--- config.mk ---
export PLATFORM = sky130hd
export DESIGN_NAME = reg_scoreboard
export DESIGN_NICKNAME = d
export VERILOG_FILES = /design/src/rtl/reg_scoreboard_pkg.sv /design/src/rtl/reg_scoreboard_sb_entry.sv /design/src/rtl/reg_scoreboard.sv
export SDC_FILE = /design/constraint.sdc
export NUM_CORES = 1
export LEC_CHECK = 0
export BUFFER_PORTS_ARGS = -buffer_cell sky130_fd_sc_hd__buf_2
export CORE_MARGIN = 5
export CORE_UTILIZATION = 41
export DETAILED_ROUTE_END_ITERATION = 12
export SLEW_MARGIN = 20
export SYNTH_ARGS = -nofsm -noshare
export SYNTH_HDL_FRONTEND = slang
export SYNTH_HIERARCHICAL = 1
export SYNTH_SLANG_ARGS = --single-unit
--- constraint.sdc ---
create_clock -name clk -period 7.2 [get_ports clk]
set_input_delay 1.08 -clock clk [delete_from_list [all_inputs] [get_ports clk]]
set_output_delay 1.08 -clock clk [all_outputs]
set_load 0.005 [all_outputs]
--- src/rtl/reg_scoreboard_pkg.sv ---
// Shared sizing for the register scoreboard: register count, index width and
// per-register outstanding-write counter width.
package reg_scoreboard_pkg;

  localparam int NREG  = 32;
  localparam int REG_W = 5;
  localparam int CNT_W = 2;

  typedef logic [CNT_W-1:0] cnt_t;

  localparam cnt_t CNT_MAX = '1;

endpackage

--- src/rtl/reg_scoreboard_sb_entry.sv ---
// One register's outstanding-write counter: +1 on issue, -0..2 on retire/kill,
// clamped at zero with a one-cycle underflow indication.
module sb_entry
  import reg_scoreboard_pkg::*;
(
  input  logic       clk,
  input  logic       rst_n,
  input  logic       inc,
  input  logic [1:0] dec,
  output cnt_t       cnt,
  output logic       underflow
);

  localparam int SW = CNT_W + 1;

  cnt_t          cnt_q, cnt_d;
  logic [SW-1:0] sum;
  logic [SW-1:0] diff;

  // Widen before subtracting so a decrement past zero is detectable.
  always_comb begin
    sum       = {1'b0, cnt_q} + SW'(inc);
    diff      = '0;
    cnt_d     = cnt_q;
    underflow = 1'b0;
    if (SW'(dec) > sum) begin
      cnt_d     = '0;
      underflow = 1'b1;
    end else begin
      diff  = sum - SW'(dec);
      cnt_d = diff[CNT_W-1:0];
    end
  end

  always_ff @(posedge clk or negedge rst_n) begin
    if (!rst_n) cnt_q <= '0;
    else        cnt_q <= cnt_d;
  end

  assign cnt = cnt_q;

endmodule

--- src/rtl/reg_scoreboard.sv ---
// Decode-stage register scoreboard: counts in-flight writes per register and
// raises stall_D on source or counter-capacity hazards not covered by forwarding.
module reg_scoreboard
  import reg_scoreboard_pkg::*;
(
  input  logic             clk,
  input  logic             rst_n,
  input  logic             issue_req,
  input  logic [REG_W-1:0] issue_rd,
  input  logic             issue_we,
  input  logic [REG_W-1:0] issue_rs1,
  input  logic [REG_W-1:0] issue_rs2,
  input  logic             use_rs1,
  input  logic             use_rs2,
  input  logic             wb_valid,
  input  logic [REG_W-1:0] wb_rd,
  input  logic             kill_valid,
  input  logic [REG_W-1:0] kill_rd,
  output logic             stall_D,
  output logic             issue_ack,
  output logic [NREG-1:0]  pending,
  output logic [REG_W:0]   busy_cnt,
  output logic             err
);

  logic [NREG-1:0][CNT_W-1:0] cnt_all;
  logic [NREG-1:0]            uf_all;
  logic                       err_q, err_d;
  cnt_t                       cnt_rs1, cnt_rs2, cnt_rd;
  logic                       haz_rs1, haz_rs2, haz_cap;

  assign cnt_all[0] = '0;
  assign uf_all[0]  = 1'b0;

  // x0 has no entry, so it can never stall, count or underflow.
  for (genvar r = 1; r < NREG; r++) begin : g_entry
    logic       inc;
    logic [1:0] dec;

    always_comb begin
      inc = issue_ack && issue_we && (issue_rd == REG_W'(r));
      dec = {1'b0, (wb_valid && (wb_rd == REG_W'(r)))}
          + {1'b0, (kill_valid && (kill_rd == REG_W'(r)))};
    end

    sb_entry u_entry (
      .clk       (clk),
      .rst_n     (rst_n),
      .inc       (inc),
      .dec       (dec),
      .cnt       (cnt_all[r]),
      .underflow (uf_all[r])
    );
  end

  // A source whose only outstanding write retires this cycle is forwarded in ID.
  always_comb begin
    cnt_rs1 = cnt_all[issue_rs1];
    cnt_rs2 = cnt_all[issue_rs2];
    cnt_rd  = cnt_all[issue_rd];
    haz_rs1 = use_rs1 && (issue_rs1 != '0) && (cnt_rs1 != '0)
           && !(wb_valid && (wb_rd == issue_rs1) && (cnt_rs1 == cnt_t'(1)));
    haz_rs2 = use_rs2 && (issue_rs2 != '0) && (cnt_rs2 != '0)
           && !(wb_valid && (wb_rd == issue_rs2) && (cnt_rs2 == cnt_t'(1)));
    haz_cap = issue_we && (issue_rd != '0) && (cnt_rd == CNT_MAX)
           && !(wb_valid && (wb_rd == issue_rd));
    stall_D   = rst_n && issue_req && (haz_rs1 || haz_rs2 || haz_cap);
    issue_ack = rst_n && issue_req && !stall_D;
  end

  always_comb begin
    pending  = '0;
    busy_cnt = '0;
    for (int r = 0; r < NREG; r++) begin
      pending[r] = (cnt_all[r] != '0);
      busy_cnt   = busy_cnt + (REG_W+1)'(pending[r]);
    end
  end

  assign err_d = err_q | (|uf_all);

  always_ff @(posedge clk or negedge rst_n) begin
    if (!rst_n) err_q <= 1'b0;
    else        err_q <= err_d;
  end

  assign err = err_q;

endmodule

=== Yosys cells after proc, flatten, opt, wreduce, memory -nomap -nowiden ===
Index checks and enable logic that the tools add are counted.

* Register bits after elaboration: 63
* Output and inout bits: 41

* Add/subtract/negate cells: 123
* Reduce and logical (&&, ||, !) cells: 154
* Bitwise logic cells: 1
* Magnitude comparators: 34
* Equality and inequality tests: 99
* Multiplexer cells: 68

{| class="wikitable"
|+ Operators by type and width
! cell !! count
|-
| == test 5 bit, second input constant || 48
|-
| adder 6 x 1 -> 6 bit || 25
|-
| == test 5 x 4 -> 1 bit, second input constant || 24
|-
| logical AND 1 bit || 111
|-
| adder 2 x 1 -> 3 bit || 32
|-
| > comparator 2 x 3 -> 1 bit || 31
|-
| two-way mux 2 bit || 34
|-
| nonzero test 2 bit || 33
|-
| adder 1 x 1 -> 2 bit || 32
|-
| subtractor 2 bit || 31
|-
| == test 5 x 3 -> 1 bit, second input constant || 12
|-
| two-way mux 1 bit || 31
|-
| OR reduction 31 bit || 1
|-
| binary-select mux 2 bit (select 5 bit) || 3
|-
| == test 5 x 2 -> 1 bit, second input constant || 6
|-
| < comparator 5 x 6 -> 1 bit, second input constant || 3
|-
| == test 5 x 1 -> 1 bit, second input constant || 3
|-
| == test 5 bit || 3
|-
| nonzero test 5 bit || 3
|-
| adder 5 x 1 -> 6 bit || 1
|-
| adder 4 x 1 -> 5 bit || 1
|-
| adder 3 x 1 -> 4 bit || 1
|-
| == test 2 x 1 -> 1 bit, second input constant || 2
|-
| logical NOT 1 bit || 4
|-
| 3 further kinds || 4
|}

=== Logic depth before layout (Yosys ltp) ===
Gate-level depths: netlist of run 1.

* Depth in word-level cells: 31
* Gate-level depth with buffers: 20
* Mapped depth without buffers: 18

=== Cells and area by module ===
Netlist of run 1, hierarchy kept.

{| class="wikitable"
|+ By module, submodules not included
! module !! cells an instance !! instances !! sequential area each (um2) !! area an instance (um2)
|-
| sb_entry || 19 || 31 || 50.0 || 183.9
|-
| reg_scoreboard || 547 || 1 || 25.0 || 4,260.3
|}

=== Worst setup path before layout of run 1 ===
No wires, ideal clock.

* Path type: reg-to-output
* Start point: reg g_entry[6].u_entry.cnt_q[0]
* End point: out busy_cnt[4]
* Path slack: 1,161 ps
* Arrival: 4,959 ps
* Stages on the path, launching flop included: 19
* Buffers on the path: 0
* Data required time: 6,120 ps
* Cells stage by stage: dfrtp_1 -> or2_2 -> fa_1 -> inv_1 -> fa_1 -> inv_1 -> fa_1 -> inv_1 -> fa_1 -> inv_1 -> fa_1 -> fa_1 -> inv_1 -> fa_1 -> inv_1 -> fa_1 -> a21o_1 -> a21oi_1 -> xnor2_1

* Cells in the longest elaborated chain, start to end: 27

{| class="wikitable"
|+ Ends and longest elaborated chain
! item !! line !! RTL
|-
| start, declared || reg_scoreboard_sb_entry.sv:16 || <nowiki>cnt_t cnt_q, cnt_d;</nowiki>
|-
| start signal, assigned || reg_scoreboard_sb_entry.sv:37 || <nowiki>else cnt_q <= cnt_d;</nowiki>
|-
| nonzero test 2 bit || reg_scoreboard.sv:75 || <nowiki>pending[r] = (cnt_all[r] != '0);</nowiki>
|-
| named net pending[6] || reg_scoreboard.sv:21 || <nowiki>output logic [NREG-1:0] pending,</nowiki>
|-
| adder 5 x 1 -> 6 bit || reg_scoreboard.sv:76 || <nowiki>busy_cnt = busy_cnt + (REG_W+1)'(pending[r]);</nowiki>
|-
| adder 6 x 1 -> 6 bit (25 in series) || reg_scoreboard.sv:76 ||
|-
| end, declared || reg_scoreboard.sv:22 || <nowiki>output logic [REG_W:0] busy_cnt,</nowiki>
|}

The timed path passes the listed nets, and every way through them passes these cells.

=== Final worst setup path of run 1 ===
* Start point: reg g_entry[6].u_entry.cnt_q[0]
* End point: out busy_cnt[4]

* Cells in the longest elaborated chain, start to end: 27

{| class="wikitable"
|+ Ends and longest elaborated chain
! item !! line
|-
| nonzero test 2 bit || reg_scoreboard.sv:75
|-
| adder 5 x 1 -> 6 bit || reg_scoreboard.sv:76
|-
| adder 6 x 1 -> 6 bit (25 in series) || reg_scoreboard.sv:76
|}

No other way between the ends.

==> flow_summary.toml, run 1 <==
[synth]
ys_async_sr_fraction_pct = 100
postSynthAreaPerCell_sq_um = 8.77
synth_top_area_cell = "ha_1"
netlist_area_sq_um = 9960
synth_enable_flop_cells = 0
ys_top_cells_by_area = "ha_1, dfrtp_1, a211oi_1"
yosysWarnings = 6
synthTopCellsByCount = "ha_1, inv_1, nor2_1"
synth_cell_types = 62
netlist_instances = 1136
ys_seq_area_share_pct = 15.8
synth_most_common_cell = "ha_1"
ys_ff_latch = 63
synth_top_area_share_pct = 24.2
syn_nets = 1385
synthFlopType = "dfrtp_1"

[die]
io_pins = 74
die_area_sq_um = 27500
die_h_um = 166
initial_core_util_pct = 41.3
num_rows = 57
core_area_sq_um = 24100
die_x_um = 166

[global_route]
grt_pass1_wl_um = 46900
track_usage_pct = 21.8
grt_pass1_vias = 8289
grt_max_degree = 64
antenna_found_initial = 1
grt_overflow = 0

[clocking]
cts_tree = "yes"
h-tree-depth = 3
clk_latency_ns = 0.35
cts_buffer_depth = 2
post_cts_buffers = 0
ctsHoldBuffers = 0
cts-root-buf = "clkbuf_16"
cts_num_sinks = 63
numCtsBuffers = 9
cts_resized = 0
path_clk_slew_ns = 0.06

[cells_and_area]
layout-drive-gt1-share_pct = 16.5
area_delta_synth_final_pct = 9.16
n_antenna_cell = 0
nNetsFinal = 1432
fin_util_pct = 45.1

[run_status]
outcome = "finished, final reports clean"

[detailed_routing]
drc_errors = 0
vias = 8477
drtAntennaViolNets = 0
routed_via_density = 5.61
firstDrtPassIters = 5
first_iter_violations = 763
drt-wirelength-per-cell_um = 20.0
wirelength_um = 30200

[timing]
worst_pin_slew_ns = 0.935
hold_viol = 0
fin_crit_ns = 6.67
max_slew_margin_pct = 37.7
fin_crit_sh_pct = 92.6
setup_violations = 0
grt_setup_unrepaired = "no"
whs_ns = 0.826
fmax_ghz = 0.150
tns_ns = 0
drv_slew = 0
fin_worst_skew_ns = 0.0102

[worst_setup_path]
cp-end-kind = "output pin"
worstPathArrival_ns = 5.59
startpoint_type = "flip-flop"
required_ns = 6.12
crit_type = "reg -> out"
cp_max_fo = 5

[placement]
hpwl_um = 24700
port_buffers = 72
routabilityCongestion = 0.900

[run]
cap_violations = 0

[min_path]
hold_class = "reg -> reg"
cells in the final DEF, fill, tap and decap left out, types with 6 or more instances in the layout:
cell type and count:
a211oi_1 94, xor2_1 45, mux2i_1 22, or2_2 25
clkbuf_16 9, inv_1 175, nand2b_1 8, o21ba_2 31
nand2_1 48, buf_4 11, nor4_1 39, fa_1 23
nor2_1 144, ha_1 193, mux2_2 8, mux4_2 28
and2b_1 31, o2111ai_1 6, nand4_1 6, dfrtp_1 63
nor2b_1 14, buf_2 72, nand3_1 21
logic make-up (layout without fill, tap and decap cells):
logic type / after synthesis / count (layout) / share of synthesized area, %
adder cells (fa/ha/maj): 216 / 216 / 28.9
XOR/XNOR: 49 / 49 / 4.31
AO/OA/AOI/OAI: 171 / 171 / 13.9
buffers and inverters: 222 / 274 / 9.41
flip-flops: 63 / 63 / 15.8
multiplexers: 59 / 59 / 9.71
AND/OR/NAND/NOR: 355 / 355 / 18.0
other: 1 / 1 / 0.0376
path summary, 6_finish.rpt:
path                                                       from                              endpoint  slack (ns)  depth (start not counted)
min reg2reg                                       err$_DFF_PN0_                         err$_DFF_PN0_        0.83                          3
min                                               err$_DFF_PN0_                         err$_DFF_PN0_        0.83                          3
min in group asynchronous                                 rst_n  g_entry[13].u_entry/cnt[0]$_DFF_PN0_        0.98                          2
max                         g_entry[6].u_entry/cnt[0]$_DFF_PN0_                           busy_cnt[4]        0.53                         19
max in group asynchronous                                 rst_n   g_entry[1].u_entry/cnt[1]$_DFF_PN0_        5.63                          2
max reg2reg                g_entry[11].u_entry/cnt[1]$_DFF_PN0_                         err$_DFF_PN0_        1.99                         17
layout make-up:
class                   count  area (sq um)
flip-flops and latches     63          1580
fillers                  2347         13200
clock inverters             2          60.1
multi-input cells         851          7450
repair buffers             83           443
clock buffers              14           284
well taps                 324           405
inverters                 175           657
registers in the layout, indices dropped and copies added, names as in the netlist:
name,count
err,1
g_entry.u_entry/cnt,62
per-stage QoR:
step / worst slack, ns / cells / instance area (sq um)
2_1_floorplan: 1.16 / 1136 / 9960
3_3_place_gp: 0.907 / 1496 / 10500
3_5_place_dp: 0.871 / 1496 / 10500
4_1_cts: 0.500 / 1512 / 10900
5_1_grt: 0.248 / 1512 / 10900
6_report: 0.531 / 1512 / 10900
worst max-delay path, cell delays in order (launching register included):
cell	delay (ns)
dfrtp_1	0.42
or2_2	0.33
fa_1	0.55
inv_1	0.05
fa_1	0.47
inv_1	0.05
fa_1	0.49
inv_1	0.05
fa_1	0.52
inv_1	0.05
fa_1	0.52
fa_1	0.41
inv_1	0.07
fa_1	0.16
inv_1	0.06
fa_1	0.40
a21o_1	0.21
a21oi_1	0.17
xnor2_1	0.13
buf_2	0.13
metal layers:
layer,vias up,wire (um),global-route usage (%),share of wire (%)
met5,-,7,0,0.023
met4,2,1150,8.39,3.8
met3,63,2520,4.71,8.3
met2,356,13300,34.2,44
met1,4018,13300,29.4,44
li1,4038,-,-,-
Power of run 1 is left out: the tool's default activity adds up to more than one toggle a clock period on the data nets, which glitch-free logic cannot reach.
==> run 2, diff against run 1 <==
--- a/config.mk
+++ b/config.mk
@@ -6,7 +6,7 @@
 export NUM_CORES = 1
 export LEC_CHECK = 0
 export BUFFER_PORTS_ARGS = -buffer_cell sky130_fd_sc_hd__buf_2
-export CORE_MARGIN = 5
+export CORE_MARGIN = 2
 export CORE_UTILIZATION = 41
 export DETAILED_ROUTE_END_ITERATION = 12
 export SLEW_MARGIN = 20
==> run 2 against run 1 <==
  * Global-route usage up 2.2 points
  * Sequential cell count is the same
  * Die area shrank 7.1%
  * Clock skew rose by 0.0016 ns
  * Via count is 1.5% higher
  * Worst hold slack worse by 0.14 ns
  * Maximum frequency down 0.42%
  * Critical path depth did not move
  * Count of clock-buffer cells in the layout shrank 1
  * Final cell count barely moved
  * Setup slack lost 0.028 ns
==> flow_summary.toml, run 2 (synthesis gave the netlist of run 1 again) <==
[worst_setup_path]
rrSetupSlack_ns = 2.09
crit_type = "reg -> out"
cp-end-kind = "output pin"
startpoint_type = "flip-flop"
worstPathArrival_ns = 5.62
cp_max_fo = 5
required_ns = 6.12

[timing]
grt_setup_unrepaired = "no"
fin_crit_sh_pct = 93.0
hold_viol = 0
fin_worst_skew_ns = 0.0118
max_slew_margin_pct = 39.4
fin_crit_ns = 6.70
setup_violations = 0
tns_ns = 0
worst_pin_slew_ns = 0.909
drv_slew = 0
fmax_ghz = 0.149

[detailed_routing]
drtAntennaViolNets = 0
wl_met1_um = 13400
vias = 8608
wl_met3_um = 2430
firstDrtPassIters = 5
wirelength_um = 30000
dr_wl_met2_um = 13400
drc_errors = 0
first_iter_violations = 836
routed_via_density = 5.70
drt-wirelength-per-cell_um = 19.9
routed.top_layer = "met4"

[placement]
hpwl_um = 24300
port_buffers = 72
routabilityCongestion = 0.894

[clocking]
clk_latency_ns = 0.35
ctsHoldBuffers = 0
path_clk_slew_ns = 0.06
cts_tree = "yes"
cts_num_sinks = 63
h-tree-depth = 3
cts-root-buf = "clkbuf_16"
cts_resized = 0
cts_buffer_depth = 2
post_cts_buffers = 0
numCtsBuffers = 9

[die]
die_h_um = 160
die_x_um = 160
die_area_sq_um = 25600
initial_core_util_pct = 41.3
num_rows = 57
io_pins = 74
core_area_sq_um = 24100

[global_route]
track_usage_pct = 24.0
grt_overflow = 0
grt_max_degree = 64
grt_pass1_wl_um = 47400
antenna_found_initial = 2
grt_pass1_vias = 8479

[run_status]
outcome = "finished, final reports clean"

[cells_and_area]
layout_commonest_cell = "ha_1"
layout_common_cells = "ha_1, inv_1, nor2_1"
layout-drive-gt1-share_pct = 16.2
nNetsFinal = 1431
largest_reg_flops = 62
area_delta_synth_final_pct = 8.34

[min_path]
hold_class = "reg -> reg"

[run]
cap_violations = 0
==> run 2: routing by layer <==
| layer | up-vias | GRT usage [%] |
|---|---|---|
| li1 | 4051 | - |
| met1 | 4174 | 32.4 |
| met2 | 335 | 38.8 |
| met3 | 48 | 4.62 |
| met4 | 0 | 7.90 |
| met5 | - | 0 |
==> run 2: final cells by class <==
type | count | area, sq um
timing repair buffer | 82 | 435
clock buffer | 13 | 260
inverter | 175 | 657
tap | 324 | 405
fill | 2399 | 13300
sequential | 63 | 1580
multi-input combinational | 851 | 7450
antenna | 2 | 5.00
clock inverter | 1 | 5.00
==> run 2: worst paths after layout <==
path	start	end	cells after the start
max in group asynchronous	rst_n	g_entry[25].u_entry/cnt[1]$_DFF_PN0_	2
setup reg to reg	g_entry[31].u_entry/cnt[1]$_DFF_PN0_	err$_DFF_PN0_	17
min in group asynchronous	rst_n	g_entry[13].u_entry/cnt[1]$_DFF_PN0_	2
hold / removal	err$_DFF_PN0_	err$_DFF_PN0_	3
hold reg to reg	err$_DFF_PN0_	err$_DFF_PN0_	3
setup / recovery	g_entry[6].u_entry/cnt[0]$_DFF_PN0_	busy_cnt[4]	19
==> run 2: through the flow <==
| stage | hold WS [ns] | area (sq um) | setup WS [ns] | util (%) | instances |
|---|---|---|---|---|---|
| after global placement | 0.672 | 10500 | 0.907 | 43.7 | 1495 |
| after floorplan | 0.575 | 9960 | 1.16 | - | 1136 |
| after global routing | 0.775 | 10800 | 0.278 | 44.8 | 1510 |
| after detailed placement | 0.680 | 10500 | 0.835 | 43.7 | 1495 |
| after CTS | 0.693 | 10800 | 0.465 | 44.8 | 1509 |
| final | 0.691 | 10800 | 0.503 | 44.8 | 1511 |
==> run 2: critical path, stage by stage (launching register included) <==
cell and delay (ns):
dfrtp_1 0.42, or2_2 0.34, fa_1 0.54, inv_1 0.05
fa_1 0.47, inv_1 0.05, fa_1 0.51, inv_1 0.06
fa_1 0.53, inv_1 0.05, fa_1 0.51, fa_1 0.41
inv_1 0.08, fa_1 0.16, inv_1 0.06, fa_1 0.39
a21o_1 0.19, a21oi_1 0.18, xnor2_1 0.14, buf_2 0.13
Power of run 2 is left out for the same reason.
